<file path="src/rtl/reorder_buffer_pkg.sv">
// reorder_buffer_pkg: shared widths, tag/register constants, opcodes and pointer helper
package reorder_buffer_pkg;
    localparam int ROB_SIZE = 15;
    localparam int TAG_W = 4;
    localparam int REG_W = 5;
    localparam int OP_W = 6;
    localparam int XLEN = 32;
    localparam logic [TAG_W-1:0] ZERO_ROB = '0;
    localparam logic [REG_W-1:0] ZERO_REG = '0;
    typedef enum logic [OP_W-1:0] {
        OPENUM_NOP, OPENUM_LUI, OPENUM_AUIPC, OPENUM_JAL, OPENUM_JALR,
        OPENUM_BEQ, OPENUM_BNE, OPENUM_BLT, OPENUM_BGE, OPENUM_BLTU, OPENUM_BGEU,
        OPENUM_LB, OPENUM_LH, OPENUM_LW, OPENUM_LBU, OPENUM_LHU,
        OPENUM_SB, OPENUM_SH, OPENUM_SW,
        OPENUM_ADDI, OPENUM_SLTI, OPENUM_SLTIU, OPENUM_XORI, OPENUM_ORI,
        OPENUM_ANDI, OPENUM_SLLI, OPENUM_SRLI, OPENUM_SRAI,
        OPENUM_ADD, OPENUM_SUB, OPENUM_SLL, OPENUM_SLT, OPENUM_SLTU,
        OPENUM_XOR, OPENUM_SRL, OPENUM_SRA, OPENUM_OR, OPENUM_AND
    } openum_e;
    function automatic logic [TAG_W-1:0] rob_next(input logic [TAG_W-1:0] p, input int size);
        return (int'(p) == size) ? TAG_W'(1) : p + TAG_W'(1);
    endfunction
endpackage

</file>
<file path="src/rtl/reorder_buffer_op_class.sv">
// rob_op_class: decodes an opcode into branch / store / jalr retire classes
module rob_op_class
    import reorder_buffer_pkg::*;
(
    input  logic [OP_W-1:0] op,
    output logic            is_branch,
    output logic            is_store,
    output logic            is_jalr
);
    assign is_branch = op inside {OPENUM_BEQ, OPENUM_BNE, OPENUM_BLT, OPENUM_BGE, OPENUM_BLTU, OPENUM_BGEU};
    assign is_store = op inside {OPENUM_SB, OPENUM_SH, OPENUM_SW};
    assign is_jalr = op == OPENUM_JALR;
endmodule

</file>
<file path="src/rtl/reorder_buffer.sv">
// reorder_buffer: in-order retire queue with result broadcast, operand bypass and mispredict flush
module reorder_buffer
    import reorder_buffer_pkg::*;
#(
    parameter int ROB_SIZE = reorder_buffer_pkg::ROB_SIZE
) (
    input  logic             clk,
    input  logic             rst,
    input  logic             rdy,
    input  logic [OP_W-1:0]  in_dcd_op,
    input  logic [REG_W-1:0] in_dcd_dest,
    input  logic [XLEN-1:0]  in_dcd_pc,
    input  logic             in_dcd_jump_flag,
    output logic [TAG_W-1:0] out_freetag,
    output logic             out_full,
    input  logic [TAG_W-1:0] in_fetch_tag1,
    input  logic [TAG_W-1:0] in_fetch_tag2,
    output logic [XLEN-1:0]  out_fetch_value1,
    output logic [XLEN-1:0]  out_fetch_value2,
    output logic             out_fetch_ready1,
    output logic             out_fetch_ready2,
    input  logic [TAG_W-1:0] in_alu_tag,
    input  logic [XLEN-1:0]  in_alu_value,
    input  logic             in_alu_taken,
    input  logic [XLEN-1:0]  in_alu_target,
    input  logic [TAG_W-1:0] in_lsb_tag,
    input  logic [XLEN-1:0]  in_lsb_value,
    output logic [REG_W-1:0] out_commit_dest,
    output logic [TAG_W-1:0] out_commit_tag,
    output logic [XLEN-1:0]  out_commit_value,
    output logic [TAG_W-1:0] out_store_commit_tag,
    output logic             out_flush,
    output logic [XLEN-1:0]  out_redirect_pc
);
    localparam int CNT_W = $clog2(ROB_SIZE + 1);
    logic [TAG_W-1:0] head, tail;
    logic [CNT_W-1:0] count;
    logic [ROB_SIZE:0] busy, ready;
    logic [OP_W-1:0]  op_q     [0:ROB_SIZE];
    logic [REG_W-1:0] dest_q   [0:ROB_SIZE];
    logic [XLEN-1:0]  pc_q     [0:ROB_SIZE];
    logic [XLEN-1:0]  val_q    [0:ROB_SIZE];
    logic [XLEN-1:0]  target_q [0:ROB_SIZE];
    logic [ROB_SIZE:0] pred_q, taken_q;
    logic full, do_commit, mispredict, flush, do_issue, alu_hit, lsb_hit, wr_reg;
    logic h_branch, h_store, h_jalr;
    logic [XLEN-1:0] redirect;
    rob_op_class u_op_class (
        .op       (op_q[head]),
        .is_branch(h_branch),
        .is_store (h_store),
        .is_jalr  (h_jalr)
    );
    assign full = count == CNT_W'(ROB_SIZE);
    assign out_full = full;
    assign out_freetag = full ? ZERO_ROB : tail;
    assign do_commit = rdy && busy[head] && ready[head];
    assign mispredict = h_jalr || (h_branch && (taken_q[head] != pred_q[head]));
    assign flush = do_commit && mispredict;
    assign do_issue = rdy && in_dcd_op != OPENUM_NOP && !full && !flush;
    assign alu_hit = rdy && busy[in_alu_tag] && !flush;
    assign lsb_hit = rdy && busy[in_lsb_tag] && !flush;
    assign wr_reg = do_commit && !h_store && !h_branch;
    assign redirect = (h_jalr || taken_q[head]) ? target_q[head] : pc_q[head] + 32'd4;
    assign out_fetch_ready1 = busy[in_fetch_tag1] && (ready[in_fetch_tag1] || in_fetch_tag1 == in_alu_tag || in_fetch_tag1 == in_lsb_tag);
    assign out_fetch_ready2 = busy[in_fetch_tag2] && (ready[in_fetch_tag2] || in_fetch_tag2 == in_alu_tag || in_fetch_tag2 == in_lsb_tag);
    assign out_fetch_value1 = !busy[in_fetch_tag1] ? '0 : ready[in_fetch_tag1] ? val_q[in_fetch_tag1] : in_fetch_tag1 == in_alu_tag ? in_alu_value : in_fetch_tag1 == in_lsb_tag ? in_lsb_value : '0;
    assign out_fetch_value2 = !busy[in_fetch_tag2] ? '0 : ready[in_fetch_tag2] ? val_q[in_fetch_tag2] : in_fetch_tag2 == in_alu_tag ? in_alu_value : in_fetch_tag2 == in_lsb_tag ? in_lsb_value : '0;
    // Pointers, occupancy and per-entry busy/ready flags
    always_ff @(posedge clk or negedge rst) begin
        if (!rst) begin
            head <= TAG_W'(1);
            tail <= TAG_W'(1);
            count <= '0;
            busy <= '0;
            ready <= '0;
        end else if (flush) begin
            head <= TAG_W'(1);
            tail <= TAG_W'(1);
            count <= '0;
            busy <= '0;
            ready <= '0;
        end else if (rdy) begin
            if (do_commit) begin
                busy[head] <= 1'b0;
                head <= rob_next(head, ROB_SIZE);
            end
            if (lsb_hit) ready[in_lsb_tag] <= 1'b1;
            if (alu_hit) ready[in_alu_tag] <= 1'b1;
            if (do_issue) begin
                busy[tail] <= 1'b1;
                ready[tail] <= 1'b0;
                tail <= rob_next(tail, ROB_SIZE);
            end
            count <= count + CNT_W'(do_issue) - CNT_W'(do_commit);
        end
    end
    // Entry payload; only meaningful while the matching busy bit is set
    always_ff @(posedge clk) begin
        if (do_issue) begin
            op_q[tail] <= in_dcd_op;
            dest_q[tail] <= in_dcd_dest;
            pc_q[tail] <= in_dcd_pc;
            pred_q[tail] <= in_dcd_jump_flag;
        end
        if (lsb_hit) val_q[in_lsb_tag] <= in_lsb_value;
        if (alu_hit) begin
            val_q[in_alu_tag] <= in_alu_value;
            taken_q[in_alu_tag] <= in_alu_taken;
            target_q[in_alu_tag] <= in_alu_target;
        end
    end
    // Registered retire/flush pulses, zero unless an entry retires on this edge
    always_ff @(posedge clk or negedge rst) begin
        if (!rst) begin
            out_commit_dest <= ZERO_REG;
            out_commit_tag <= ZERO_ROB;
            out_commit_value <= '0;
            out_store_commit_tag <= ZERO_ROB;
            out_flush <= 1'b0;
            out_redirect_pc <= '0;
        end else begin
            out_commit_dest <= wr_reg ? dest_q[head] : ZERO_REG;
            out_commit_tag <= wr_reg ? head : ZERO_ROB;
            out_commit_value <= wr_reg ? val_q[head] : '0;
            out_store_commit_tag <= (do_commit && h_store) ? head : ZERO_ROB;
            out_flush <= flush;
            out_redirect_pc <= flush ? redirect : '0;
        end
    end
endmodule

</file>
<file path="config.mk">
export PLATFORM = sky130hd
export DESIGN_NAME = reorder_buffer
export DESIGN_NICKNAME = d
export VERILOG_FILES = /design/src/rtl/reorder_buffer_pkg.sv /design/src/rtl/reorder_buffer_op_class.sv /design/src/rtl/reorder_buffer.sv
export SDC_FILE = /design/constraint.sdc
export NUM_CORES = 2
export LEC_CHECK = 0
export CAP_MARGIN = 20
export CORE_MARGIN = 2
export CORE_UTILIZATION = 45
export DETAILED_ROUTE_END_ITERATION = 8
export HOLD_SLACK_MARGIN = 0.15
export SYNTH_ARGS = -nofsm -noshare
export SYNTH_HDL_FRONTEND = slang
export SYNTH_SLANG_ARGS = --single-unit
</file>
<file path="constraint.sdc">
create_clock -name clk -period 6.7 [get_ports clk]
set_clock_uncertainty 0.05 [all_clocks]
set_input_delay 0.67 -clock clk [delete_from_list [all_inputs] [get_ports clk]]
set_output_delay 0.67 -clock clk [all_outputs]
set_load 0.02 [all_outputs]
</file>
Yosys cells after proc, flatten, opt, wreduce, memory -nomap -nowiden. Memory sizes are Yosys's and may differ from the RTL's. Cells that the tools add are included.

Register bits: 154. Latch bits: 0. Bits in writable memories: 1712. Memory bits (read-only): 0. Input bits: 160. Output and inout port bits: 149. Memories: 5.

Add/subtract/negate cells: 5. Multiply operators: 0. Div/mod/pow operators: 0. $lt $le $gt $ge: 10. Eq/ne operators: 18. Shift-type cells: 0. Multiplexer cells: 76. Bitwise logic cells: 7. Reduce and logical (&&, ||, !) cells: 38.

Memory list: pc_q (words 16, bits a word 32, rd ports 1, clocked after memory_dff 0, write ports 1, line reorder_buffer.sv:41) `logic [XLEN-1:0] pc_q [0:ROB_SIZE];`; target_q (words 16, bits a word 32, rd ports 1, clocked after memory_dff 0, write ports 1, line reorder_buffer.sv:43) `logic [XLEN-1:0] target_q [0:ROB_SIZE];`; val_q (words 16, bits a word 32, rd ports 3, clocked after memory_dff 0, write ports 2, line reorder_buffer.sv:42) `logic [XLEN-1:0] val_q [0:ROB_SIZE];`; op_q (words 16, bits a word 6, rd ports 1, clocked after memory_dff 0, write ports 1, line reorder_buffer.sv:39) `logic [OP_W-1:0] op_q [0:ROB_SIZE];`; dest_q (words 16, bits a word 5, rd ports 1, clocked after memory_dff 0, write ports 1, line reorder_buffer.sv:40) `logic [REG_W-1:0] dest_q [0:ROB_SIZE];`.

Operator list (number): $mux W32 (11); $mux W16 (15); $mux W4 (13); $or A16 B16 Y16 (3); $bmux W1 S4 (10); $add A32 B3 Y32 const B (1); $and A16 B16 Y16 (2); $bwmux W16 (2); $not A16 Y16 (2); $lt A4 B5 Y1 const B (6); $eq A6 B3 Y1 const B (4); $logic_and A1 B1 Y1 (20); $mux W1 (20); $eq A6 B4 Y1 const B (3); $eq A6 B5 Y1 const B (3); $demux W1 S4 (4); $eq A4 B4 Y1 (4); $ge A4 B1 Y1 const B (4); $reduce_bool A6 Y1 (2); $add A4 B1 Y4 const B (2); $eq A4 B1 Y1 const B (2); $logic_or A1 B1 Y1 (6); $reduce_bool A2 Y1 (3); $mux W5 (1); 7 further kinds (11).

Longest topological paths before layout.
Depth after elaboration: 19. Gate-level depth with buffers: 22. Mapped depth without buffers: 16.

Modules after synthesis. A second synthesis with hierarchy kept.

Cells, all modules: 4428. Area total of the unflattened synthesis: 87953.1 um^2.

Modules (own cells, without submodules): reorder_buffer (times used 1, cells an instance 4420, area an instance 87898.1 um^2, seq. area each 55425.7 um^2); rob_op_class (times used 1, cells an instance 8, area an instance 55.1 um^2, seq. area each 0.0 um^2).

Worst setup path before layout. No wires, ideal clock.

Kind: reg-to-reg. Start: register head[0]. End: register taken_q[15], enable pin. Data arrival time: 4.996 ns. Data required time: 6.177 ns. Slack: 1.181 ns. Stages on the path, launching flop included: 12. Path buffers: 4. Period minus slack after synthesis: 5.519 ns. Cell sequence: dfstp_2 -> buf_6 -> buf_4 -> mux4_2 -> a22oi_1 -> nand2_1 -> o211ai_2 -> a211oi_1 -> or2_1 -> buf_6 -> buf_8 -> a211oi_1.

Word-level cells in the longest chain between the ends: 8. Elaborated cells between the ends (all ways): 25. Classes of those cells: eq/ne: 8; mux: 8; reduce/logical: 8; memory: 1.

Ends and longest elaborated chain: start: declaration (line reorder_buffer.sv:36) `logic [TAG_W-1:0] head, tail;`; start signal: assignment (line reorder_buffer.sv:86) `head <= rob_next(head, ROB_SIZE);`; $mem_v2 Z16 W6 or $bmux W1 S4 (tied branches); $eq A6 B3 Y1 (tied with other cells) (line reorder_buffer_op_class.sv:10) `assign is_branch = op inside {OPENUM_BEQ, OPENUM_BNE, OPENUM_BLT, OPENUM_BGE, OPENUM_BLTU, OPENUM_BGEU};`; $reduce_bool A6 Y1 or $ne A1 B1 Y1 (tied branches) (line reorder_buffer_op_class.sv:10, reorder_buffer.sv:58); $logic_and A1 B1 Y1 (line reorder_buffer.sv:58) `assign mispredict = h_jalr || (h_branch && (taken_q[head] != pred_q[head]));`; $logic_or A1 B1 Y1 (line reorder_buffer.sv:58); $logic_and A1 B1 Y1 * (line reorder_buffer.sv:59) `assign flush = do_commit && mispredict;`; $logic_not A1 Y1 * (line reorder_buffer.sv:61) `assign alu_hit = rdy && busy[in_alu_tag] && !flush;`; $logic_and A1 B1 Y1 * (line reorder_buffer.sv:61); end signal: indexed assignment (line reorder_buffer.sv:109) `taken_q[in_alu_tag] <= in_alu_taken;`; end: declaration (line reorder_buffer.sv:44) `logic [ROB_SIZE:0] pred_q, taken_q;`.

Every way passes the cells marked *; elsewhere a longest branch is shown, timed or not. The select of a mux whose other input is x is not followed. A chain may end at the register's enable or synchronous reset.

==> impl_metrics.ini <==
[power]
leakagePower_nw = 31.9
ir_worst_vdd_v = 0.000353
cellPowerDensity_nw_per_um2 = 363

[synthesis]
synthTopCellsByArea = sky130_fd_sc_hd__edfxtp_1 (60%), sky130_fd_sc_hd__mux4_2 (22%), sky130_fd_sc_hd__mux2_2 (5.7%)
synth_enable_flop_cells = 1744
synth_sequential_area_ratio_pct = 63.0
yosys_warnings = 0
synth_common_cells = sky130_fd_sc_hd__edfxtp_1 (1744), sky130_fd_sc_hd__mux4_2 (855), sky130_fd_sc_hd__mux2_2 (443)
ys.flop_type = sky130_fd_sc_hd__edfxtp_1
netlist.area_leader.share_pct = 59.6
synth-seq-cells = 1866
synthCells = 4459
synth_nets = 4634
synth.cell_area_sq_um = 87900
leading_area_contributor_after_synthesis = sky130_fd_sc_hd__edfxtp_1
synth-async-reset-ratio_pct = 6.54
yosys.cell_types.count = 60
postSynthAreaPerCell_sq_um = 19.7
synth.most_common_cell = sky130_fd_sc_hd__edfxtp_1

[critical_path]
setup.reg_to_reg.worst_slack_ns = 1.26
cp_max_fo = 44
critical_path_arrival_ns = 5.95
end_kind = flop
critical_path_source_type = flop
reg2reg_depth = 11
worst_ep_required_time_ns = 7.21
worstReg2RegEnd = val_q[9][22]
criticalPathCategory = reg -> reg
reg_to_reg_startpoint = head[0]

[clock_network]
cts_root_buf = sky130_fd_sc_hd__clkbuf_16
clock_latency_on_the_worst_skew_pair_ns = 0.86
cts_inserted_buffers = 196
clkSinkCount = 1866
worst_setup_hold_path_clk_slew_ns = 0.06
cts-htree-levels = 4
post_cts.resized_instances = 0
clk_path_buf_depth = 3
cts_tree = done

[sta]
timing_worst_slew_pin_value_ns = 1.19
report.final.hold_viol_count = 0
slew_headroom_pct = 20.6
final-setup-viol-count = 0
max_freq_mhz = 184
layout_min_cycle_time_ns = 5.44
final.setup.tns_ns = 0
unrepaired_setup_endpoints_after_global_routing = no
drv_slew = 0
layout_worst_path_cycle_share_pct = 81.2

[layout]
multi_input_area_sq_um = 30900
final_layout_size_suffix_gt1_share_pct = 37.4
finish.instance_area_sq_um = 101000
ff_latch_area_sq_um = 55400
finalNetCount = 4862
growth_of_design_area_from_synthesis_to_finish_pct = 14.5
final.fill_count = 15493

[route]
vias_post_dr = 48507
ant_nets = 0
mean_routed_wirelength_per_cell_microns = 36.4
via_per_inst = 6.55
detailedRoute.firstPassIterationCount = 5
drt_wl_total_microns = 269000
drt_first_iter_violations = 5900
total_drc_errors_in_the_routed_layout = 0

[die]
fp-row-count = 162
floorplan.initialDensity_pct = 45.2
pin_count = 309
coreArea_sq_um = 195000
floorplan.die.width_microns = 446
die-area_sq_um = 199000
dieHeight_microns = 446

[global_routing]
grt_pass1_wl_microns = 381000
global_route.overflow_total = 0
grt_pass1_vias = 49402
grt_usage_pct = 27.1
antenna_violations_before_repair = 29
grt_max_degree = 132

[outcome]
result_of_the_run = finished, final reports clean

[placed_design]
dpl-instance-area_sq_um = 94300
place.detailed.hpwl_microns = 151000
numPortBuffers = 308
place_congestion = 0.822

[run]
max-cap-violations = 0

[hold_path]
worstHoldPathType = in -> async
[sequential cells by signal, indices dropped and copies added, names as in the netlist]
signal,cells
target_q,512
out_commit_value,32
dest_q,80
ready,16
out_flush,1
busy,16
taken_q,16
count,4
val_q,512
tail,4
op_q,96
out_store_commit_tag,4
out_commit_dest,5
head,4
pc_q,512
pred_q,16
out_redirect_pc,32
out_commit_tag,4
[per-layer routing]
layer  GRT usage, %  wire (microns)  vias up  share of wire, %
li1               -               -    19348                 -
met1           38.6          112000    26545                42
met2           42.9          129000     2201                48
met3           4.54           19300      407               7.2
met4           8.84            8740        6               3.2
met5              0              41        -             0.015
[cells by family after synthesis]
| logic type | Yosys count | share of synthesized area (%) |
|---|---|---|
| flops | 1866 | 63.0 |
| mux | 1446 | 29.5 |
| buf+inv | 441 | 2.23 |
| simple gates | 360 | 1.86 |
| compound gates | 282 | 2.67 |
| xor+xnor | 49 | 0.488 |
| fa+ha+maj | 15 | 0.222 |
[through the flow]
stage          utilization (%)  std cells  hold WS, ns  total power [W]  setup WS, ns
2_1_floorplan                -       4459        0.324           0.0217          1.18
3_3_place_gp              48.4       7029        0.503           0.0260          1.15
3_5_place_dp              48.4       7029        0.497           0.0260          1.15
4_1_cts                   51.7       7393        0.274           0.0369          1.14
5_1_grt                   51.7       7403        0.316           0.0379         0.743
6_report                  51.8       7410        0.314           0.0366          1.26
[cells in the final DEF (no fill, tap or decap), drive strengths merged, types with 7 or more instances in the layout]
cell type	count
mux2	514
mux2i	73
edfxtp	1744
dfrtp	120
and3	37
clkbuf	266
clkdlybuf4s50	299
o21bai	17
o311a	16
a22oi	51
nand3	42
buf	150
xnor2	22
a21oi	24
a22o	12
nand2b	9
a2111oi	12
nor4	7
nand4	8
clkinv	74
a211oi	99
nand2	71
inv	26
mux4	859
o21ai	31
and2	7
xor2	27
diode	16
bufinv	14
nor2	158
ha	14
[worst max-delay path by stage]
stage               startpoint             endpoint  depth (start not counted)
floorplan              head[0]          taken_q[15]                         11
global placement       head[0]             count[2]                         16
detailed placement     head[0]             count[2]                         16
CTS                    head[0]         val_q[9][22]                         11
global route           head[0]  out_redirect_pc[28]                         10
finish                 head[0]         val_q[9][22]                         11
[worst max-delay path, stage by stage, from the launching register on]
cell and delay (ns):
sky130_fd_sc_hd__dfstp_4 1.11, sky130_fd_sc_hd__buf_4 0.43, sky130_fd_sc_hd__mux4_2 0.56, sky130_fd_sc_hd__a22o_1 0.19, sky130_fd_sc_hd__nor2_1 0.23, sky130_fd_sc_hd__nand2_1 0.15, sky130_fd_sc_hd__nor4_2 0.51, sky130_fd_sc_hd__or2_2 0.58
sky130_fd_sc_hd__buf_4 0.33, sky130_fd_sc_hd__a2111oi_4 0.12, sky130_fd_sc_hd__buf_4 0.38, sky130_fd_sc_hd__mux2_1 0.41
[layout make-up]
class	count	share of cell area, %
clock inverters	97	1.03
diodes	16	0.0398
inverters	21	0.0857
flip-flops and latches	1866	55.1
multi-input cells	2152	30.7
well taps	2542	3.16
clock buffers	266	5.29
repair buffers	450	4.61
[timing repair]
| item | in CTS | in global routing |
|---|---|---|
| setup buffers | 0 | 0 |
| endpoints found under the setup margin | 0 | 0 |
| endpoints found under the hold margin | 35 | 0 |
| hold buffers | 1 | 0 |
[power by group]
group	switching [W]	internal, W	total, W	leakage, nW
logic	0.00652	0.00501	0.0115	11.4
registers	0.000568	0.0137	0.0142	17.3
clock network	0.00469	0.00614	0.0108	3.10
total	0.0118	0.0248	0.0366	31.9
Power figures use the tool's default switching activity.
